===== config.mk =====
export PLATFORM = sky130hd
export DESIGN_NAME = bcd_result_deframer
export DESIGN_NICKNAME = d
export VERILOG_FILES = /design/src/rtl/bcd_result_deframer.sv
export SDC_FILE = /design/constraint.sdc
export NUM_CORES = 1
export LEC_CHECK = 0
export ABC_AREA = 1
export CORE_ASPECT_RATIO = 0.5
export CORE_UTILIZATION = 55
export CTS_BUF_LIST = sky130_fd_sc_hd__clkbuf_2 sky130_fd_sc_hd__clkbuf_4 sky130_fd_sc_hd__clkbuf_8
export DETAILED_ROUTE_END_ITERATION = 7
export HOLD_SLACK_MARGIN = 0.12
export PLACE_DENSITY = 0.8
export SYNTH_ARGS = -nofsm -noshare
export SYNTH_HDL_FRONTEND = slang
export SYNTH_SLANG_ARGS = --single-unit

===== constraint.sdc =====
create_clock -name clock -period 2.9 [get_ports clock]
set_clock_uncertainty 0.1 [all_clocks]
set_input_delay 0.29 -clock clock [delete_from_list [all_inputs] [get_ports clock]]
set_output_delay 0.29 -clock clock [all_outputs]
set_load 0.02 [all_outputs]

===== src/rtl/bcd_result_deframer.sv =====
// bcd_result_deframer: serial result frame receiver with one-entry valid/ready output buffer
module bcd_result_deframer #(
  parameter int COUNT_W = 8
) (
  input  logic               clock,
  input  logic               reset,
  input  logic               din,
  output logic               dout_valid,
  input  logic               dout_ready,
  output logic [3:0]         F4,
  output logic [3:0]         F3,
  output logic [3:0]         F2,
  output logic [3:0]         F1,
  output logic [3:0]         F0,
  output logic               digit_err,
  output logic               overrun,
  output logic [COUNT_W-1:0] frame_count
);
  typedef enum logic {HUNT, CAPTURE} state_t;
  localparam logic [7:0] HDR = 8'b1001_0110;
  state_t state_q, state_d;
  logic [6:0] win_q, win_d;
  logic [18:0] pay_q, pay_d;
  logic [4:0] cnt_q, cnt_d;
  logic valid_q, valid_d;
  logic [19:0] dig_q, dig_d;
  logic err_q, err_d;
  logic ovr_q, ovr_d;
  logic [COUNT_W-1:0] count_q, count_d;
  logic [7:0] win_sh;
  logic [19:0] pay_sh;
  logic done, accept, bad;
  assign win_sh = {win_q, din};
  assign pay_sh = {pay_q, din};
  assign done = (state_q == CAPTURE) && (cnt_q == 5'd19);
  assign accept = !valid_q || dout_ready;
  assign bad = (pay_sh[19:16] > 4'd1) || (pay_sh[15:12] > 4'd9) || (pay_sh[11:8] > 4'd9)
            || (pay_sh[7:4] > 4'd9) || (pay_sh[3:0] > 4'd9);
  // Header hunt, payload capture and holding-register handshake
  always_comb begin
    state_d = state_q;
    win_d = win_q;
    pay_d = pay_q;
    cnt_d = cnt_q;
    valid_d = valid_q;
    dig_d = dig_q;
    err_d = err_q;
    ovr_d = ovr_q;
    count_d = count_q;
    if (state_q == HUNT) begin
      win_d = win_sh[6:0];
      state_d = (win_sh == HDR) ? CAPTURE : HUNT;
      cnt_d = 5'd0;
    end else begin
      pay_d = pay_sh[18:0];
      cnt_d = cnt_q + 5'd1;
      state_d = done ? HUNT : CAPTURE;
      win_d = done ? 7'd0 : win_q;
    end
    if (done && accept) begin
      valid_d = 1'b1;
      dig_d = pay_sh;
      err_d = bad;
      count_d = count_q + COUNT_W'(1);
    end else if (done) begin
      ovr_d = 1'b1;
    end else if (dout_ready) begin
      valid_d = 1'b0;
    end
  end
  // State registers with asynchronous reset
  always_ff @(posedge clock or posedge reset) begin
    if (reset) begin
      state_q <= HUNT;
      win_q <= '0;
      pay_q <= '0;
      cnt_q <= '0;
      valid_q <= 1'b0;
      dig_q <= '0;
      err_q <= 1'b0;
      ovr_q <= 1'b0;
      count_q <= '0;
    end else begin
      state_q <= state_d;
      win_q <= win_d;
      pay_q <= pay_d;
      cnt_q <= cnt_d;
      valid_q <= valid_d;
      dig_q <= dig_d;
      err_q <= err_d;
      ovr_q <= ovr_d;
      count_q <= count_d;
    end
  end
  assign dout_valid = valid_q;
  assign {F4, F3, F2, F1, F0} = dig_q;
  assign digit_err = err_q;
  assign overrun = ovr_q;
  assign frame_count = count_q;
endmodule


==> After elaboration in Yosys (flattened, before gate mapping) <==
Cells that the tools add are included.
{ "classes": {"addsub": 2, "n_reduce_logical": 11, "bitwise": 1, "order_cmp": 5, "eq_ne": 4, "mux": 9} }
{ "op_table": {"columns": ["cell", "count"], "rows": [
  ["greater-than comparator 4 bit, second input constant", 4],
  ["two-way mux 7 bit", 2],
  ["adder 8 x 1 -> 8 bit, second input constant", 1],
  ["equality test 8 bit, second input constant", 1],
  ["two-way mux 1 bit", 6],
  ["adder 5 x 1 -> 5 bit, second input constant", 1],
  ["equality test 5 bit, second input constant", 1],
  ["logical OR 1 bit", 5],
  ["two-way mux 5 bit", 1],
  ["greater-than comparator 4 x 1 -> 1 bit, second input constant", 1],
  ["inequality test 2 x 1 -> 1 bit, second input constant", 2],
  ["AND reduction 2 bit", 2],
  ["logical AND 1 bit", 2],
  ["nonzero test 2 bit", 1],
  ["zero test 1 bit", 1],
  ["inverter 1 bit", 1]
]} }
{ "word_totals": {"regBits": 63, "out_inout_bits": 31} }

==> Longest topological paths before layout <==
Gate-level depths: netlist (run 1).
{ "logic_depth": {"word_depth": 5, "depth_mapped": 8} }

==> Least setup slack after synthesis (run 1) <==
No wires, ideal clock.
{ "synth_timing": {"kind": "reg2reg", "start": "register cnt_q[0]", "end": "register count_q[2] (netlist: frame_count[2])", "t_required_ns": 2.678, "slack_ns": 1.448, "path_stages_with_launch": 8, "t_arrival_ns": 1.231, "path_cell_list": "dfrtp_1 -> ha_1 -> nand2_2 -> nor3_4 -> nand3_4 -> buf_6 -> nand2_2 -> o21ai_2"} }
{ "synth_between": {"elab_chain_len": 3} }
{ "synth_rtl": {"columns": ["item", "line", "source"], "rows": [
  ["start, declared", "24", "logic [4:0] cnt_q, cnt_d;"],
  ["start signal, assigned", "87", "cnt_q <= cnt_d;"],
  ["equality test 5 bit", "35", "assign done = (state_q == CAPTURE) && (cnt_q == 5'd19);"],
  ["logical AND 1 bit", "35", null],
  ["logical AND 1 bit", "60", "if (done && accept) begin"],
  ["end signal, assigned", "92", "count_q <= count_d;"],
  ["end, declared", "29", "logic [COUNT_W-1:0] count_q, count_d;"]
]} }
Every way passes these cells.
A chain may end at the register's enable or synchronous reset.

==> Worst setup path in the final report (run 1) <==
{ "layout_timing": {"start": "register cnt_q[0]", "end": "register count_q[5] (netlist: frame_count[5])"} }
The elaborated chain is that of the path after synthesis.

==> flow_metrics.py, run 1 <==
metrics = {
    "outcome": {
        "status": "complete, no violations",
    },
    "routing": {
        "number_of_nets_with_antenna_violations_after_detailed_routing": 0,
        "routed_via_density": 4.920,
        "finalWirelength_um": 4717,
        "drt-wirelength-per-cell_um": 12.22,
        "total_via_count_in_the_routed_design": 1899,
        "drt_drc_violations_left": 0,
        "detailed_route_iter0_violations": 95,
        "drt_pre_antenna_iters": 4,
    },
    "clock_network": {
        "cts_buffers": 9,
        "cts_setup_buffers": 0,
        "post_cts.resized_instances": 0,
        "postCtsHoldBufs": 0,
        "cts.htree.levels": 3,
        "clk_transition_reported_paths_ns": 0.06,
        "cts_tree": "done",
        "worstSkewPairLatency_ns": 0.33,
        "tritoncts_num_sinks": 63,
        "clock_path_buffers": 2,
        "root_buffer": "sky130_fd_sc_hd__clkbuf_8",
    },
    "pwr": {
        "pwr_density_cell_mw_per_mm2": 698.0,
        "ir_worst_vdd_uv": 417.3,
        "power_leakage_nw": 1.555,
        "total_power_mw": 2.263,
    },
    "setup_path": {
        "path_delay_family": "simple AND/OR/NAND/NOR gates",
        "worst_r2r_startpoint": "cnt_q[0]",
        "cp_class": "register to register",
        "worstPathArrival_ns": 2.29,
        "worst_r2r_endpoint": "frame_count[5]",
        "critical_path.n_buffers_inverters": 1,
        "cpMostUsedCell": "sky130_fd_sc_hd__nand2_1",
        "cpPeakStageDelay_ns": 0.53,
        "worst_setup_path_start_kind": "register",
        "cp_slowest_cell": "sky130_fd_sc_hd__nand3_4",
        "crit_path_cell_trace": "ha_1 -> nand2_2 -> nor3_4 -> nand3_4 -> inv_2 -> nand2_1 -> nand2_1",
        "cell_count_of_the_worst_reg_to_reg_path": 7,
        "reg2reg_setup_slack_ns": 0.78,
        "timing.critical_path.to_type": "register",
        "worstPathMaxFanout": 51,
        "timing.critical_path.required_ns": 3.07,
    },
    "place": {
        "detailed_place_hpwl_um": 3001,
        "gpl.final_weighted_congestion": 0.7678,
        "place_area_sq_mm": 0.003070,
        "place.port_buffers": 34,
        "post-place-ws_ns": 0.7811,
        "dp.cells": 372,
    },
    "timing": {
        "slew_violations": 0,
        "setup_repair_after_global_routing_missed_its_margin": "no",
        "max_freq_mhz": 472.0,
        "tightestPinTransition_ns": 0.6876,
        "timing_hold_violations_final": 0,
        "sum_neg_setup_slack_ns": 0,
        "min_period_ns": 2.119,
        "whs_ns": 0.2789,
        "slew-limit-headroom_pct": 54.16,
        "period_share_pct": 73.05,
        "setup_violations": 0,
        "post-route-worst-setup-slack_ns": 0.7814,
    },
    "finish": {
        "layout.cell_area.non_filler_sq_mm": 0.003242,
        "layout.cells.most_common": "sky130_fd_sc_hd__nand2_1",
        "layout.cells.most_common_list": "sky130_fd_sc_hd__nand2_1, sky130_fd_sc_hd__dfrtp_1, sky130_fd_sc_hd__inv_1",
        "final_layout_size_suffix_gt1_share_pct": 14.06,
        "fin_cells": 386,
        "n_antenna_cell": 0,
        "final_core_util_pct": 71.22,
        "fin_nets": 323,
        "synthToLayoutAreaGrowth_pct": 20.06,
    },
    "grt": {
        "first_global_vias": 1911,
        "grt-ovfl-total": 0,
        "number_of_antenna_violations_at_the_first_check_in_global_routing": 0,
        "largest_net_degree_at_the_start_of_global_routing": 52,
        "track_usage_pct": 22.17,
        "wire_length_of_the_first_global_routing_pass_um": 8445,
    },
    "floorplanning": {
        "io-pin-count": 35,
        "dieHeight_um": 51.55,
        "coreArea_sq_mm": 0.004552,
        "die_x_um": 101.1,
        "die-area_sq_mm": 0.005211,
        "rows": 17,
        "initial_utilization_pct": 59.32,
    },
    "synthesis": {
        "yosysUniqueCellTypes": 25,
        "synthesis.area_sq_mm": 0.002700,
        "syn-num-nets": 286,
        "synth-seq-area-share_pct": 58.39,
        "syn-instance-count": 280,
        "yosys_register_bits": 63,
        "post_synth.cell_area_avg_sq_um": 9.643,
        "synthesis.yosys.warnings": 0,
    },
    "hold_path": {
        "min-delay-path-class": "input pin to asynchronous set/reset pin",
    },
    "run": {
        "max-cap-violations": 0,
    },
}
[power breakdown]
group	internal [mW]	leakage [nW]	total, mW	switching [mW]
Combinational	0.146	0.686	0.435	0.288
Clock	0.365	0.0922	0.661	0.296
Sequential	1.06	0.776	1.17	0.105
Total	1.57	1.55	2.26	0.689
[worst max-delay path by stage]
stage                from        endpoint  slack [ns]  depth (start not counted)
2_1_floorplan       reset        cnt_q[0]        0.94                          1
3_3_place_gp   dout_ready  frame_count[3]        0.84                          7
3_5_place_dp   dout_ready  frame_count[6]        0.78                          7
4_1_cts          cnt_q[0]  frame_count[6]        0.75                          7
5_1_grt          cnt_q[0]  frame_count[4]        0.54                          7
6_report         cnt_q[0]  frame_count[5]        0.78                          7
[cells in the mapped netlist, drive strengths merged]
cell,number,area share (%)
buf,9,2.8
clkbuf,1,0.14
dfrtp,63,58
ha,2,0.93
inv,38,5.3
nand2,81,11
nand3,6,1.6
nand3b,2,0.56
nand4,2,0.46
nor2,15,2.1
nor3,3,0.97
o21ai,44,11
o21bai,1,0.28
o22ai,6,1.4
or2,1,0.23
xnor2,4,1.3
xor2,2,0.65
[cells by family after synthesis]
family	synth area share, %
AO/OA/AOI/OAI	13.16
flip-flops	58.39
AND/OR/NAND/NOR	17.33
adder cells (fa/ha/maj)	0.9266
buffers and inverters	8.248
XOR/XNOR	1.946
[worst reg2reg max path: cells and delay by family (launching register included)]
| family | cells | cell delay (ns) |
|---|---|---|
| fa+ha+maj | 1 | 0.24 |
| buf+inv | 1 | 0.35 |
| flops | 1 | 0.39 |
| simple gates | 5 | 0.97 |
[layout make-up]
type / instances / area, sq um
sequential: 63 / 1577
fill: 358 / 1310
multi-input combinational: 169 / 900.9
timing repair buffer: 36 / 367.9
clock buffer: 13 / 166.4
inverter: 38 / 142.6
tap: 66 / 82.58
clock inverter: 1 / 5.005
[layer usage]
layer / vias up / global-route usage (%) / wire length (um)
met1: 896 / 28.23 / 2271
met3: 10 / 6.586 / 162
met2: 42 / 34.81 / 2190
met4: 0 / 12.08 / 93
met5: - / 0 / 0
li1: 951 / - / -
[registers in the layout, summed over array words and instances (netlist names)]
name	count
dig_q	20
pay_q	19
frame_count	8
win_q	7
cnt_q	5
digit_err	1
dout_valid	1
overrun	1
state_q	1
(Power assumes the default switching activity.)
==> run 2, diff against run 1 <==
==> constraint.sdc (replaced) <==
create_clock -name clock -period 2.05 [get_ports clock]
set_clock_uncertainty 0.1 [all_clocks]
set_input_delay 0.205 -clock clock [delete_from_list [all_inputs] [get_ports clock]]
set_output_delay 0.205 -clock clock [all_outputs]
set_load 0.02 [all_outputs]
==> flow_metrics.py, run 2 (synthesis results as in run 1) <==
metrics = {
    "timing": {
        "setup_repair_after_global_routing_missed_its_margin": "no",
        "period_share_pct": 84.05,
        "slew-limit-headroom_pct": 78.74,
        "max_freq_mhz": 580.3,
        "sum_neg_setup_slack_ns": 0,
        "min_period_ns": 1.723,
        "tightestPinTransition_ns": 0.3189,
        "timing_hold_violations_final": 0,
        "setup_violations": 0,
        "slew_violations": 0,
        "whs_ns": 0.1588,
    },
    "clock_network": {
        "worstSkewPairLatency_ns": 0.33,
        "cts_tree": "done",
        "cts.htree.levels": 3,
        "cts_buffers": 9,
        "postCtsHoldBufs": 0,
        "post_cts.resized_instances": 0,
        "clk_transition_reported_paths_ns": 0.07,
        "root_buffer": "sky130_fd_sc_hd__clkbuf_8",
        "clock_path_buffers": 2,
        "cts_setup_buffers": 0,
        "tritoncts_num_sinks": 63,
    },
    "grt": {
        "wire_length_of_the_first_global_routing_pass_um": 8197,
        "largest_net_degree_at_the_start_of_global_routing": 64,
        "grt-ovfl-total": 0,
        "number_of_antenna_violations_at_the_first_check_in_global_routing": 0,
        "track_usage_pct": 21.49,
        "first_global_vias": 1854,
    },
    "pwr": {
        "ir_worst_vdd_uv": 748.8,
        "power_leakage_nw": 1.603,
        "pwr_density_cell_mw_per_mm2": 1048,
    },
    "routing": {
        "number_of_nets_with_antenna_violations_after_detailed_routing": 0,
        "drt_pre_antenna_iters": 4,
        "routed_via_density": 4.926,
        "drt-wirelength-per-cell_um": 11.87,
        "detailed_route_iter0_violations": 115,
        "total_via_count_in_the_routed_design": 1926,
        "finalWirelength_um": 4642,
        "drt_drc_violations_left": 0,
    },
    "run": {
        "max-cap-violations": 0,
    },
    "setup_path": {
        "worstPathArrival_ns": 1.42,
        "cell_count_of_the_worst_reg_to_reg_path": 7,
        "worstPathMaxFanout": 5,
        "reg2reg_setup_slack_ns": 0.33,
        "worst_r2r_startpoint": "cnt_q[0]",
        "timing.critical_path.to_type": "primary output",
        "cp_class": "register to primary output",
        "critical_path.n_buffers_inverters": 1,
        "cp_slowest_cell": "sky130_fd_sc_hd__clkdlybuf4s50_1",
        "path_delay_family": "buffers and inverters",
        "timing.critical_path.required_ns": 1.75,
        "critical_path_depth": 1,
        "cpPeakStageDelay_ns": 0.64,
        "worst_r2r_endpoint": "dig_q[13]",
        "crit_path_cell_trace": "clkdlybuf4s50_1",
        "startpoint": "frame_count[2]",
        "worst_setup_path_start_kind": "register",
        "cp-endpoint": "frame_count[2]",
    },
    "hold_path": {
        "min-delay-path-class": "input pin to asynchronous set/reset pin",
    },
    "place": {
        "detailed_place_hpwl_um": 3230,
        "gpl.final_weighted_congestion": 0.7958,
        "place.port_buffers": 34,
        "dp.cells": 375,
        "place_area_sq_mm": 0.003105,
    },
    "outcome": {
        "status": "complete, no violations",
    },
    "floorplanning": {
        "coreArea_sq_mm": 0.004552,
        "io-pin-count": 35,
        "initial_utilization_pct": 59.32,
        "dieHeight_um": 51.55,
        "die-area_sq_mm": 0.005211,
        "die_x_um": 101.1,
        "rows": 17,
    },
    "finish": {
        "layout.cells.most_common": "sky130_fd_sc_hd__nand2_1",
        "n_antenna_cell": 0,
        "fin_nets": 326,
        "nFillCells": 338,
        "max_flop_register": "dig_q",
        "largest_register_ffs": 20,
        "synthToLayoutAreaGrowth_pct": 23.59,
        "layout.cell_area.non_filler_sq_mm": 0.003337,
        "fin_cells": 391,
        "layout.cells.most_common_list": "sky130_fd_sc_hd__nand2_1, sky130_fd_sc_hd__dfrtp_1, sky130_fd_sc_hd__inv_1",
        "final_layout_size_suffix_gt1_share_pct": 15.38,
    },
}
[run 2: cell types whose count changed in the layout (fill, tap and decap cells not counted), sizes merged]
cell,before,now
buf,2,5
bufinv,0,2
[run 2: worst min-delay path by stage]
stage | endpoint | slack, ns | cells after the start
3_3_place_gp | cnt_q[0] | 0.34 | 1
2_1_floorplan | pay_q[0] | 0.23 | 2
3_5_place_dp | overrun | 0.37 | 1
6_report | frame_count[5] | 0.16 | 3
5_1_grt | dout_valid | 0.19 | 3
4_1_cts | frame_count[5] | 0.16 | 3
[run 2: layout make-up]
| type | count | area, sq um | area share, % |
|---|---|---|---|
| Clock buffer | 13 | 166.4 | 4.987 |
| Clock inverter | 3 | 65.06 | 1.950 |
| Inverter | 38 | 142.6 | 4.274 |
| Multi-Input combinational cell | 169 | 900.9 | 27.00 |
| Sequential cell | 63 | 1577 | 47.24 |
| Tap cell | 66 | 82.58 | 2.475 |
| Timing Repair Buffer | 39 | 402.9 | 12.07 |
[run 2: per-layer routing]
| metal | global-route usage, % | up-vias | wire (um) |
|---|---|---|---|
| li1 | - | 962 | - |
| met1 | 27.41 | 916 | 2192 |
| met2 | 33.90 | 38 | 2152 |
| met3 | 7.392 | 10 | 210 |
| met4 | 9.420 | 0 | 86 |
| met5 | 0 | - | 0 |
[run 2: metrics by stage]
stage                     worst slack (ns)  util (%)  total power, mW
final                               0.3269     73.31            3.497
after global routing                0.2179     73.31            3.704
after CTS                           0.3082     73.31            3.535
after detailed placement            0.3274     68.22            2.307
after global placement              0.4332     68.22            2.260
after floorplan                     0.1753         -            2.101
[run 2: report_power, final]
part | total, mW | switching, mW | leakage [nW] | internal (mW)
sequential | 1.65 | 0.148 | 0.776 | 1.50
clock | 1.22 | 0.439 | 0.120 | 0.777
combinational | 0.631 | 0.419 | 0.706 | 0.212
